`src/rtl/stage5.sv`:
```
// stage5 -- writeback pipeline register.
// Captures the memory-stage slot, extracts and extends load data,
// detects misaligned loads, qualifies the register-file write enables
// and counts retired non-trapping instructions.
module stage5 #(
  parameter int INSTRET_EN = 1
) (
  input  logic        clk,
  input  logic        n_reset,
  input  logic        valid_mem,
  input  logic [4:0]  rd_mem,
  input  logic [63:0] op_mem,
  input  logic        we_rd_mem,
  input  logic        reg_type_mem,
  input  logic        trap_mem,
  input  logic        load_mem,
  input  logic [1:0]  load_size,
  input  logic        load_unsigned,
  input  logic [2:0]  load_offset,
  input  logic [63:0] mem_rdata,
  input  logic        stall,
  input  logic        flush,
  output logic [4:0]  rd_wb,
  output logic [63:0] wb_data,
  output logic        we_int_wb,
  output logic        we_fp_wb,
  output logic        trap_wb,
  output logic        misalign_wb,
  output logic        valid_wb,
  output logic [63:0] instret
);

  // The counter logic is still built when disabled, but its increment
  // is gated off so the register never leaves zero.
  localparam logic INSTRET_ON = (INSTRET_EN != 0);

  logic        size_misalign_s;
  logic        slot_misalign_s;
  logic        slot_trap_s;
  logic [63:0] shifted_s;
  logic        sign_bit_s;
  logic        ext_bit_s;
  logic [63:0] load_val_s;

  logic [4:0]  rd_d,       rd_q;
  logic [63:0] data_d,     data_q;
  logic        we_int_d,   we_int_q;
  logic        we_fp_d,    we_fp_q;
  logic        trap_d,     trap_q;
  logic        misalign_d, misalign_q;
  logic        valid_d,    valid_q;
  logic [63:0] instret_d,  instret_q;

  // Alignment check: the offset must be a multiple of the access size.
  always_comb begin
    size_misalign_s = 1'b0;
    case (load_size)
      2'b00:   size_misalign_s = 1'b0;
      2'b01:   size_misalign_s = load_offset[0];
      2'b10:   size_misalign_s = (load_offset[1:0] != 2'b00);
      2'b11:   size_misalign_s = (load_offset != 3'b000);
      default: size_misalign_s = 1'b0;
    endcase
  end

  // A misaligned load is treated as a trap; bubbles never trap.
  always_comb begin
    slot_misalign_s = valid_mem & load_mem & size_misalign_s;
    slot_trap_s     = valid_mem & (trap_mem | slot_misalign_s);
  end

  // Bring the addressed byte down to bit 0 and pick the sign bit of the access.
  always_comb begin
    shifted_s  = mem_rdata >> {load_offset, 3'b000};
    sign_bit_s = 1'b0;
    case (load_size)
      2'b00:   sign_bit_s = shifted_s[7];
      2'b01:   sign_bit_s = shifted_s[15];
      2'b10:   sign_bit_s = shifted_s[31];
      2'b11:   sign_bit_s = shifted_s[63];
      default: sign_bit_s = 1'b0;
    endcase
    // FP loads ignore load_unsigned and never sign-extend.
    if (reg_type_mem || load_unsigned) begin
      ext_bit_s = 1'b0;
    end else begin
      ext_bit_s = sign_bit_s;
    end
  end

  // Width selection with sign/zero extension; FP words are NaN-boxed.
  always_comb begin
    load_val_s = shifted_s;
    case (load_size)
      2'b00: load_val_s = {{56{ext_bit_s}}, shifted_s[7:0]};
      2'b01: load_val_s = {{48{ext_bit_s}}, shifted_s[15:0]};
      2'b10: begin
        if (reg_type_mem) begin
          load_val_s = {32'hFFFF_FFFF, shifted_s[31:0]};
        end else begin
          load_val_s = {{32{ext_bit_s}}, shifted_s[31:0]};
        end
      end
      2'b11:   load_val_s = shifted_s;
      default: load_val_s = shifted_s;
    endcase
  end

  // Next-state selection: flush beats stall, stall beats capture.
  always_comb begin
    rd_d       = rd_q;
    data_d     = data_q;
    we_int_d   = we_int_q;
    we_fp_d    = we_fp_q;
    trap_d     = trap_q;
    misalign_d = misalign_q;
    valid_d    = valid_q;
    instret_d  = instret_q;
    if (flush) begin
      // Squash: only the qualifiers are cleared, payload is don't-care.
      we_int_d   = 1'b0;
      we_fp_d    = 1'b0;
      trap_d     = 1'b0;
      misalign_d = 1'b0;
      valid_d    = 1'b0;
    end else if (stall) begin
      // Hold everything, including the retire count.
      valid_d    = valid_q;
      instret_d  = instret_q;
    end else begin
      rd_d       = rd_mem;
      data_d     = load_mem ? load_val_s : op_mem;
      valid_d    = valid_mem;
      trap_d     = slot_trap_s;
      misalign_d = slot_misalign_s;
      we_int_d   = valid_mem & we_rd_mem & ~reg_type_mem & ~slot_trap_s
                   & (rd_mem != 5'd0);
      we_fp_d    = valid_mem & we_rd_mem & reg_type_mem & ~slot_trap_s;
      if (valid_mem && !slot_trap_s && INSTRET_ON) begin
        instret_d = instret_q + 64'd1;
      end else begin
        instret_d = instret_q;
      end
    end
  end

  // Writeback register with asynchronous clear.
  always_ff @(posedge clk or negedge n_reset) begin
    if (!n_reset) begin
      rd_q       <= 5'd0;
      data_q     <= 64'd0;
      we_int_q   <= 1'b0;
      we_fp_q    <= 1'b0;
      trap_q     <= 1'b0;
      misalign_q <= 1'b0;
      valid_q    <= 1'b0;
      instret_q  <= 64'd0;
    end else begin
      rd_q       <= rd_d;
      data_q     <= data_d;
      we_int_q   <= we_int_d;
      we_fp_q    <= we_fp_d;
      trap_q     <= trap_d;
      misalign_q <= misalign_d;
      valid_q    <= valid_d;
      instret_q  <= instret_d;
    end
  end

  assign rd_wb       = rd_q;
  assign wb_data     = data_q;
  assign we_int_wb   = we_int_q;
  assign we_fp_wb    = we_fp_q;
  assign trap_wb     = trap_q;
  assign misalign_wb = misalign_q;
  assign valid_wb    = valid_q;
  assign instret     = instret_q;

endmodule
```
`config.mk`:
```
export PLATFORM = sky130hd
export DESIGN_NAME = stage5
export DESIGN_NICKNAME = d
export VERILOG_FILES = /design/src/rtl/stage5.sv
export SDC_FILE = /design/constraint.sdc
export NUM_CORES = 1
export LEC_CHECK = 0
export ABC_AREA = 1
export CAP_MARGIN = 30
export CORE_MARGIN = 3
export CORE_UTILIZATION = 25
export CTS_CLUSTER_DIAMETER = 30
export DETAILED_ROUTE_END_ITERATION = 7
export PLACE_DENSITY_LB_ADDON = 0.12
export SYNTH_ARGS = -nofsm -noshare
export SYNTH_HDL_FRONTEND = slang
export SYNTH_SLANG_ARGS = --single-unit
```
`constraint.sdc`:
```
create_clock -name clk -period 1.95 [get_ports clk]
set_input_delay 0.39 -clock clk [delete_from_list [all_inputs] [get_ports clk]]
set_output_delay 0.39 -clock clk [all_outputs]
set_load 0.02 [all_outputs]
```
# Word-level counts from Yosys, hierarchy flattened
# Cells that the tools add are included.
# op_classes
n_mul	0
n_shift	1
muxes	16
bitwise_logic	14
div	0
n_eq_ne	4
reduce_logical	9
order_cmp	0
n_addsub	1
# ops
cell	n
64-bit case mux with 4 select lines	1
64-bit 2-to-1 mux	2
64-bit by 1-bit adder with 64-bit output (second input constant)	1
64-bit by 6-bit right shift with 64-bit output	1
1-bit 2-to-1 mux	11
1-bit AND	9
5-bit nonzero test	1
2-bit == test (second input constant)	2
1-bit NOT	4
1-bit case mux with 4 select lines	1
3-bit AND reduction	1
3-bit nonzero test	1
2-bit by 1-bit == test with 1-bit output (second input constant)	1
2-bit logical NOT	1
2-bit by 1-bit inequality test with 1-bit output (second input constant)	1
1-bit case mux with 2 select lines	1
2-bit AND reduction	1
2-bit nonzero test	1
1-bit logical AND	1
1-bit logical NOT	1
1-bit logical OR	1
1-bit bitwise OR	1
# word_totals
latch_bits	0
n_memories	0
in_bits	148
rom_bits	0
mem_bits_rw	0
ff_bits	138
output_inout_bits	138

# Logic depth before layout (Yosys ltp)
# Gate-level depths: netlist of run 1.
# logic_depth
word_depth	10
ltp_mapped	18
ltp_nobuf	15

# Worst setup path after synthesis of run 1
# OpenSTA, ideal clock, no wires.
# synth_timing
path_type	input-to-reg
from	in load_size[0]
to	reg instret_q[61] (netlist: instret[61])
slack_ps	15
n_path_buf	2
path_stages	14
arrival_ps	1801
cell_sequence	inv_1 -> ha_1 -> inv_1 -> nand2_1 -> a22oi_1 -> o21ai_0 -> nand4_1 -> nand2_1 -> nor2_4 -> inv_2 -> buf_2 -> buf_2 -> nand2_1 -> o21ai_0
# synth_between
elab_chain_len	8
elab_cells_between_ends	11
classes_between	eq/ne (3); mux (1); bitwise (3); reduce/logical (4)
# synth_lines
element	line	text
start: declaration	17	input logic [1:0] load_size,
2-bit == test, or another cell as far along	57	case (load_size)
1-bit case mux with 4 select lines (*)	57	
1-bit AND (*)	68	slot_misalign_s = valid_mem & load_mem & size_misalign_s;
1-bit bitwise OR (*)	69	slot_trap_s = valid_mem & (trap_mem | slot_misalign_s);
1-bit AND (*)	69	
1-bit logical NOT (*)	139	if (valid_mem && !slot_trap_s && INSTRET_ON) begin
1-bit logical AND (*)	139	
3-bit AND reduction (no source line) (*)	--	
end signal: assignment	166	instret_q <= instret_d;
end: declaration	52	logic [63:0] instret_d, instret_q;
# Mark *: on every way between the ends. The rest lies on a longest branch, timed or not.
# A chain may end at the register's enable or synchronous reset.

# Worst setup path in the final report of run 1
# layout_timing
from	reg instret_q[36] (netlist: instret[36])
to	out instret[36]
# layout_rtl
element	line	text
end: declaration	30	output logic [63:0] instret
# No word-level cell between the ends.

==> flow_metrics.tcl, run 1 <==
set metrics [dict create \
    r2r_cells 7 \
    start_util_pct 25.40 \
    cp_slowest_cell "clkdlybuf4s50_1" \
    core_mm2 0.03982 \
    path_class "reg2out" \
    vdd_drop_max_mv 0.4826 \
    cts.path.max_buffers 2 \
    hp-class "in2async" \
    synth_nets 1744 \
    final_common_cell "nand2_1" \
    r2r_end "instret[55]" \
    crit_chain "clkdlybuf4s50_1" \
    end_kind "primary output" \
    syn_area_mm2 0.01012 \
    crit_cells 1 \
    slew_headroom_pct 57.47 \
    outcome "finished clean" \
    path_max_fanout 4 \
    fmax_mhz 522.7 \
    leakage_nw 8.258 \
    grt_max_degree 77 \
    final_cell_mix "nand2_1, buf_4, clkdlybuf4s50_1" \
    clkSinkCount 138 \
    dp_slack_ns -0.6592 \
    clk_latency_ns 0.45 \
    synth_edf_count 0 \
    synth_top_area_share_pct 34.14 \
    async_reset_ff_share_pct 100.0 \
    dieArea_mm2 0.04291 \
    cts_root_buf "clkbuf_16" \
    maxCapViolCount 0 \
    drtIter0Drc 709 \
    antenna_left 0 \
    fin_crit_ns 1.913 \
    finClkSkew_ns 0.01012 \
    crit_end "instret[36]" \
    routabilityCongestion 0.9261 \
    synth_seq_cells 138 \
    cp-start-kind "flop" \
    dp_hpwl_um 37720 \
    syn_avg_cell_area_um2 6.358 \
    io_pins 286 \
    crit_buf_inv 1 \
    yosysTopAreaCell "dfrtp_1" \
    yosys_warnings 0 \
    synthTopCellsByArea "dfrtp_1, nand2_1, nor2_1, inv_1, o21ai_0" \
    n_fill_cell 4291 \
    power_density_mw_per_mm2 663.9 \
    rsz0062_at_grt "true" \
    syn_inst 1591 \
    worstPathRequired_ns 1.56 \
    drive_gt1_share_pct 21.07 \
    htreeDepth 4 \
    rrSetupSlack_ns 0.07 \
    dp.cells 2576 \
    vias_per_cell 4.584 \
    clk_pin_slew_ns 0.07 \
    whs_ns 0.4469 \
    seq_area_mm2 0.003466 \
    period_share_pct 98.10 \
    arrival_ns 1.52 \
    tritoncts "done" \
    num_vias 12060 \
    drt-total-wl_um 47370 \
    setup_violations 0 \
    finalSetupTns_ns 0 \
    drv_slew 0 \
    cts_buffers 17 \
    die_w_um 207.2 \
    drt_first_pass_iters 6 \
    grt_pass1_wl_um 72490 \
    io_buffers 285 \
    finalHoldViolCount 0 \
    die_h_um 207.2 \
    globalRouteOverflowTotal 0 \
    multi_input_area_mm2 0.006257 \
    track_usage_pct 21.57 \
    rows 73 \
    drc 0 \
    antenna_found_initial 4 \
    critPathMaxStageDelay_ns 0.64 \
    yosysSeqAreaShare_pct 34.14 \
    setup_ws_ns 0.03703 \
    synth-main-ff-cell "dfrtp_1" \
    cp_top_family "buffers and inverters" \
    worstMarginPinSlew_ns 0.6313 \
    r2r-start "instret[38]" \
    wl_per_cell_um 18.01 \
    synthDistinctLibCells 39 \
    critPathLaunch "instret[36]" \
    fin_cells 2630 \
    fin_nets 2243 \
    first_global_vias 12390 \
    area_delta_synth_final_pct 64.35 \
]
worst min path at each step:
stage                        start     endpoint  slack [ns]  cells after the start
after global placement     n_reset     rd_wb[2]        0.35                      1
final                      n_reset  wb_data[10]        0.45                      2
after floorplan            n_reset   instret[0]        0.09                      0
after CTS                 load_mem  misalign_wb        0.41                      3
after global routing       n_reset   wb_data[9]        0.47                      2
after detailed placement   n_reset     rd_wb[3]        0.35                      1
where the power goes:
part / switching, mW / internal, mW / leakage, nW
logic: 2.07 / 1.83 / 6.21
clock network: 1.50 / 2.05 / 0.292
registers: 0.354 / 3.24 / 1.75
total: 3.92 / 7.12 / 8.26
final cells by class:
type	count	area share (%)
inverters	115	2.604
clock buffers	18	2.581
repair buffers	563	31.25
flip-flops and latches	138	20.85
diodes	2	0.03010
multi-input cells	1255	37.64
well taps	525	3.951
clock inverters	14	1.106
routing by layer:
layer	wire (um)	global-route usage, %	up-vias	share of wire (%)
li1	-	-	6050	-
met1	20260	26.39	5662	43
met2	23870	38.61	284	50
met3	1926	3.650	55	4.1
met4	1292	6.812	4	2.7
met5	27	0	-	0.057
timing repair:
| item | CTS | global route |
|---|---|---|
| hold buffers | 1 | 0 |
| pin swaps | 2 | 21 |
| gates cloned | 0 | 3 |
| setup endpoints to repair | 166 | 127 |
| gates resized for setup | 64 | 122 |
| endpoints found under the hold margin | 36 | 0 |
| setup buffers | 1 | 15 |
sequential cells by signal (all words and copies together) (netlist names):
name,flops
we_int_wb,1
valid_wb,1
trap_wb,1
wb_data,64
misalign_wb,1
instret,64
rd_wb,5
we_fp_wb,1
synth_stat cells, types with 2 or more instances:
master / count
mux2i_1: 16
buf_2: 16
nand4_1: 25
xnor2_1: 32
o211ai_1: 14
o21ai_1: 23
xor2_1: 31
o221a_2: 3
clkbuf_1: 49
nand3_4: 2
nor2_4: 2
nand3_2: 4
or2_2: 4
buf_4: 6
nand2_1: 654
inv_1: 109
buf_1: 4
nor2_1: 199
ha_1: 5
nor3_1: 25
nor3_2: 3
nor2_2: 2
buf_6: 8
o21ai_0: 80
nor4_1: 13
inv_2: 5
dfrtp_1: 138
nand2_2: 6
o311ai_0: 10
a21oi_1: 37
nand3_1: 58
logic make-up (layout without fill, tap and decap cells):
| group | after synthesis | in the layout | share of synthesized area, % |
|---|---|---|---|
| flops | 138 | 138 | 34.14 |
| xor+xnor | 63 | 63 | 5.455 |
| buf+inv | 198 | 710 | 8.361 |
| other cells | 0 | 2 | 0 |
| compound gates | 173 | 173 | 9.660 |
| fa+ha+maj | 5 | 5 | 0.6184 |
| simple gates | 998 | 998 | 40.19 |
| mux | 16 | 16 | 1.583 |
per-stage QoR:
| step | instance area, um2 | total power, mW | util, % |
|---|---|---|---|
| floorplan | 10120 | 5.175 | - |
| global placement | 15360 | 7.442 | 38.58 |
| detailed placement | 15360 | 7.447 | 38.58 |
| CTS | 16010 | 11.02 | 40.19 |
| global route | 16630 | 11.65 | 41.75 |
| finish | 16630 | 11.04 | 41.75 |
worst reg2reg max path, stage by stage (launching register included):
cell	delay (ns)
dfrtp_1	0.45
nand4_1	0.29
nor2_1	0.23
nand2_1	0.14
nor4_4	0.28
buf_4	0.16
xnor2_1	0.10
o21ai_0	0.09
Note: power is estimated with default switching activity, not from simulation.
==> run 2, diff against run 1 <==
--- a/config.mk
+++ b/config.mk
@@ -7,6 +7,8 @@
 export LEC_CHECK = 0
 export ABC_AREA = 1
 export CAP_MARGIN = 30
+export CELL_PAD_IN_SITES_DETAIL_PLACEMENT = 1
+export CELL_PAD_IN_SITES_GLOBAL_PLACEMENT = 2
 export CORE_MARGIN = 3
 export CORE_UTILIZATION = 25
 export CTS_CLUSTER_DIAMETER = 30
==> flow_metrics.tcl, run 2 (synthesis results as in run 1) <==
set metrics [dict create \
    setup_ws_ns 0.03934 \
    arrival_ns 2.24 \
    vdd_drop_max_mv 0.4974 \
    htreeDepth 4 \
    outcome "finished clean" \
    power_density_mw_per_mm2 654.5 \
    drtIter0Drc 592 \
    setup_violations 0 \
    dieArea_mm2 0.04291 \
    die_h_um 207.2 \
    fin_nets 2256 \
    first_global_vias 13170 \
    cts_buffers 17 \
    total_power_mw 10.88 \
    p_seq_share_pct 32.8 \
    globalRouteOverflowTotal 0 \
    finalHoldViolCount 0 \
    dp_hpwl_um 41100 \
    drt_first_pass_iters 5 \
    hp-class "in2reg" \
    final_cell_mix "nand2_1, buf_4, clkdlybuf4s50_1" \
    drc 0 \
    die_w_um 207.2 \
    n_fill_cell 5047 \
    fin_crit_ns 1.911 \
    grt_pass1_wl_um 76930 \
    rows 73 \
    clkPwrFrac_pct 31.4 \
    end_kind "flop" \
    period_share_pct 97.98 \
    vias_per_cell 4.720 \
    maxCapViolCount 0 \
    antenna_found_initial 1 \
    track_usage_pct 23.00 \
    p_int_mw 6.971 \
    grt_max_degree 73 \
    cts.path.max_buffers 2 \
    io_buffers 285 \
    routabilityCongestion 0.9155 \
    core_mm2 0.03982 \
    worstMarginPinSlew_ns 0.8414 \
    whs_ns 0.3336 \
    cts_root_buf "clkbuf_16" \
    path_max_fanout 3 \
    power_frac_comb_pct 35.9 \
    final_util_pct 41.75 \
    start_util_pct 25.40 \
    leakage_nw 8.292 \
    slew_headroom_pct 43.19 \
    cp-start-kind "flop" \
    switchingPower_mw 3.910 \
    wl_per_cell_um 19.31 \
    clk_pin_slew_ns 0.07 \
    finalSetupTns_ns 0 \
    p_sw_share_pct 35.93 \
    final_common_cell "nand2_1" \
    area_delta_synth_final_pct 64.34 \
    fmax_mhz 523.4 \
    io_pins 286 \
    rsz0062_at_grt "true" \
    finClkSkew_ns 0.01125 \
    path_class "reg2reg" \
    clkSinkCount 138 \
    worstPathRequired_ns 2.28 \
    dp_slack_ns -0.7328 \
    drv_slew 0 \
    antenna_left 0 \
    num_vias 12470 \
    tritoncts "done" \
    clk_latency_ns 0.45 \
    drt-total-wl_um 50990 \
    drive_gt1_share_pct 21.75 \
]
==> run 2: cell types whose count changed in the layout (fill, tap and decap cells not counted), moves of 6 or more <==
| cell | before | now |
|---|---|---|
| buf_4 | 251 | 270 |
| clkdlybuf4s50_1 | 224 | 218 |
| dlygate4sd2_1 | 44 | 51 |
| nor2_1 | 170 | 163 |
| nor2_2 | 27 | 36 |
==> run 2: final cells by class <==
cell class	instances	area, um2	area share [%]
Timing Repair Buffer	576	5241	31.53
Inverter	115	432.9	2.604
Multi-Input combinational cell	1255	6243	37.56
Clock inverter	12	138.9	0.8354
Tap cell	525	656.9	3.951
Antenna cell	1	2.502	0.01505
Sequential cell	138	3466	20.85
Clock buffer	19	442.9	2.664
==> run 2: stage by stage <==
step                cells  instance area [um2]
finish               2641                16620
global route         2641                16620
CTS                  2621                16070
detailed placement   2584                15400
global placement     2584                15400
floorplan            1591                10120
==> run 2: worst max-delay path, cell delays in order (launching register included) <==
cell	delay, ns
dfrtp_1	0.42
inv_1	0.13
nor3_2	0.23
buf_4	0.17
nand3_1	0.17
nor4_4	0.31
buf_4	0.16
xnor2_1	0.10
o21ai_0	0.08
==> run 2: power by group through the flow <==
stage | sequential, mW | combinational (mW) | clock, mW
6_report | 3.56 | 3.90 | 3.41
5_1_grt | 3.62 | 4.24 | 3.65
4_1_cts | 3.57 | 3.82 | 3.52
3_5_place_dp | 3.62 | 3.87 | 0
3_3_place_gp | 3.61 | 3.82 | 0
2_1_floorplan | 4.04 | 1.13 | 0
==> run 2: timing repair <==
item | 4_1_cts | 5_1_grt
cloned | 0 | 4
endpoints found under the setup margin | 171 | 110
endpoints found under the hold margin | 27 | 0
hold buffers | 1 | 0
setup buffers | 5 | 15
pin swaps | 4 | 19
gates resized for setup | 77 | 111
==> run 2: path summary, 6_finish.rpt <==
| kind | slack [ns] | startpoint | cells past startpoint | endpoint |
|---|---|---|---|---|
| min in group asynchronous | 0.40 | n_reset | 2 | instret[63] |
| worst min register to register | 0.48 | wb_data[62] | 2 | wb_data[62] |
| max in group asynchronous | 0.97 | n_reset | 3 | wb_data[61] |
| worst min-delay path | 0.33 | load_mem | 3 | misalign_wb |
| worst max register to register | 0.04 | instret[28] | 8 | instret[50] |
| worst max-delay path | 0.04 | instret[28] | 8 | instret[50] |
==> run 2: routing by layer <==
metal  share of wire (%)  GRT usage (%)
met3                 3.5          3.256
met5                   0              0
met4                 3.3          7.186
met2                  52          42.84
met1                  41          27.16
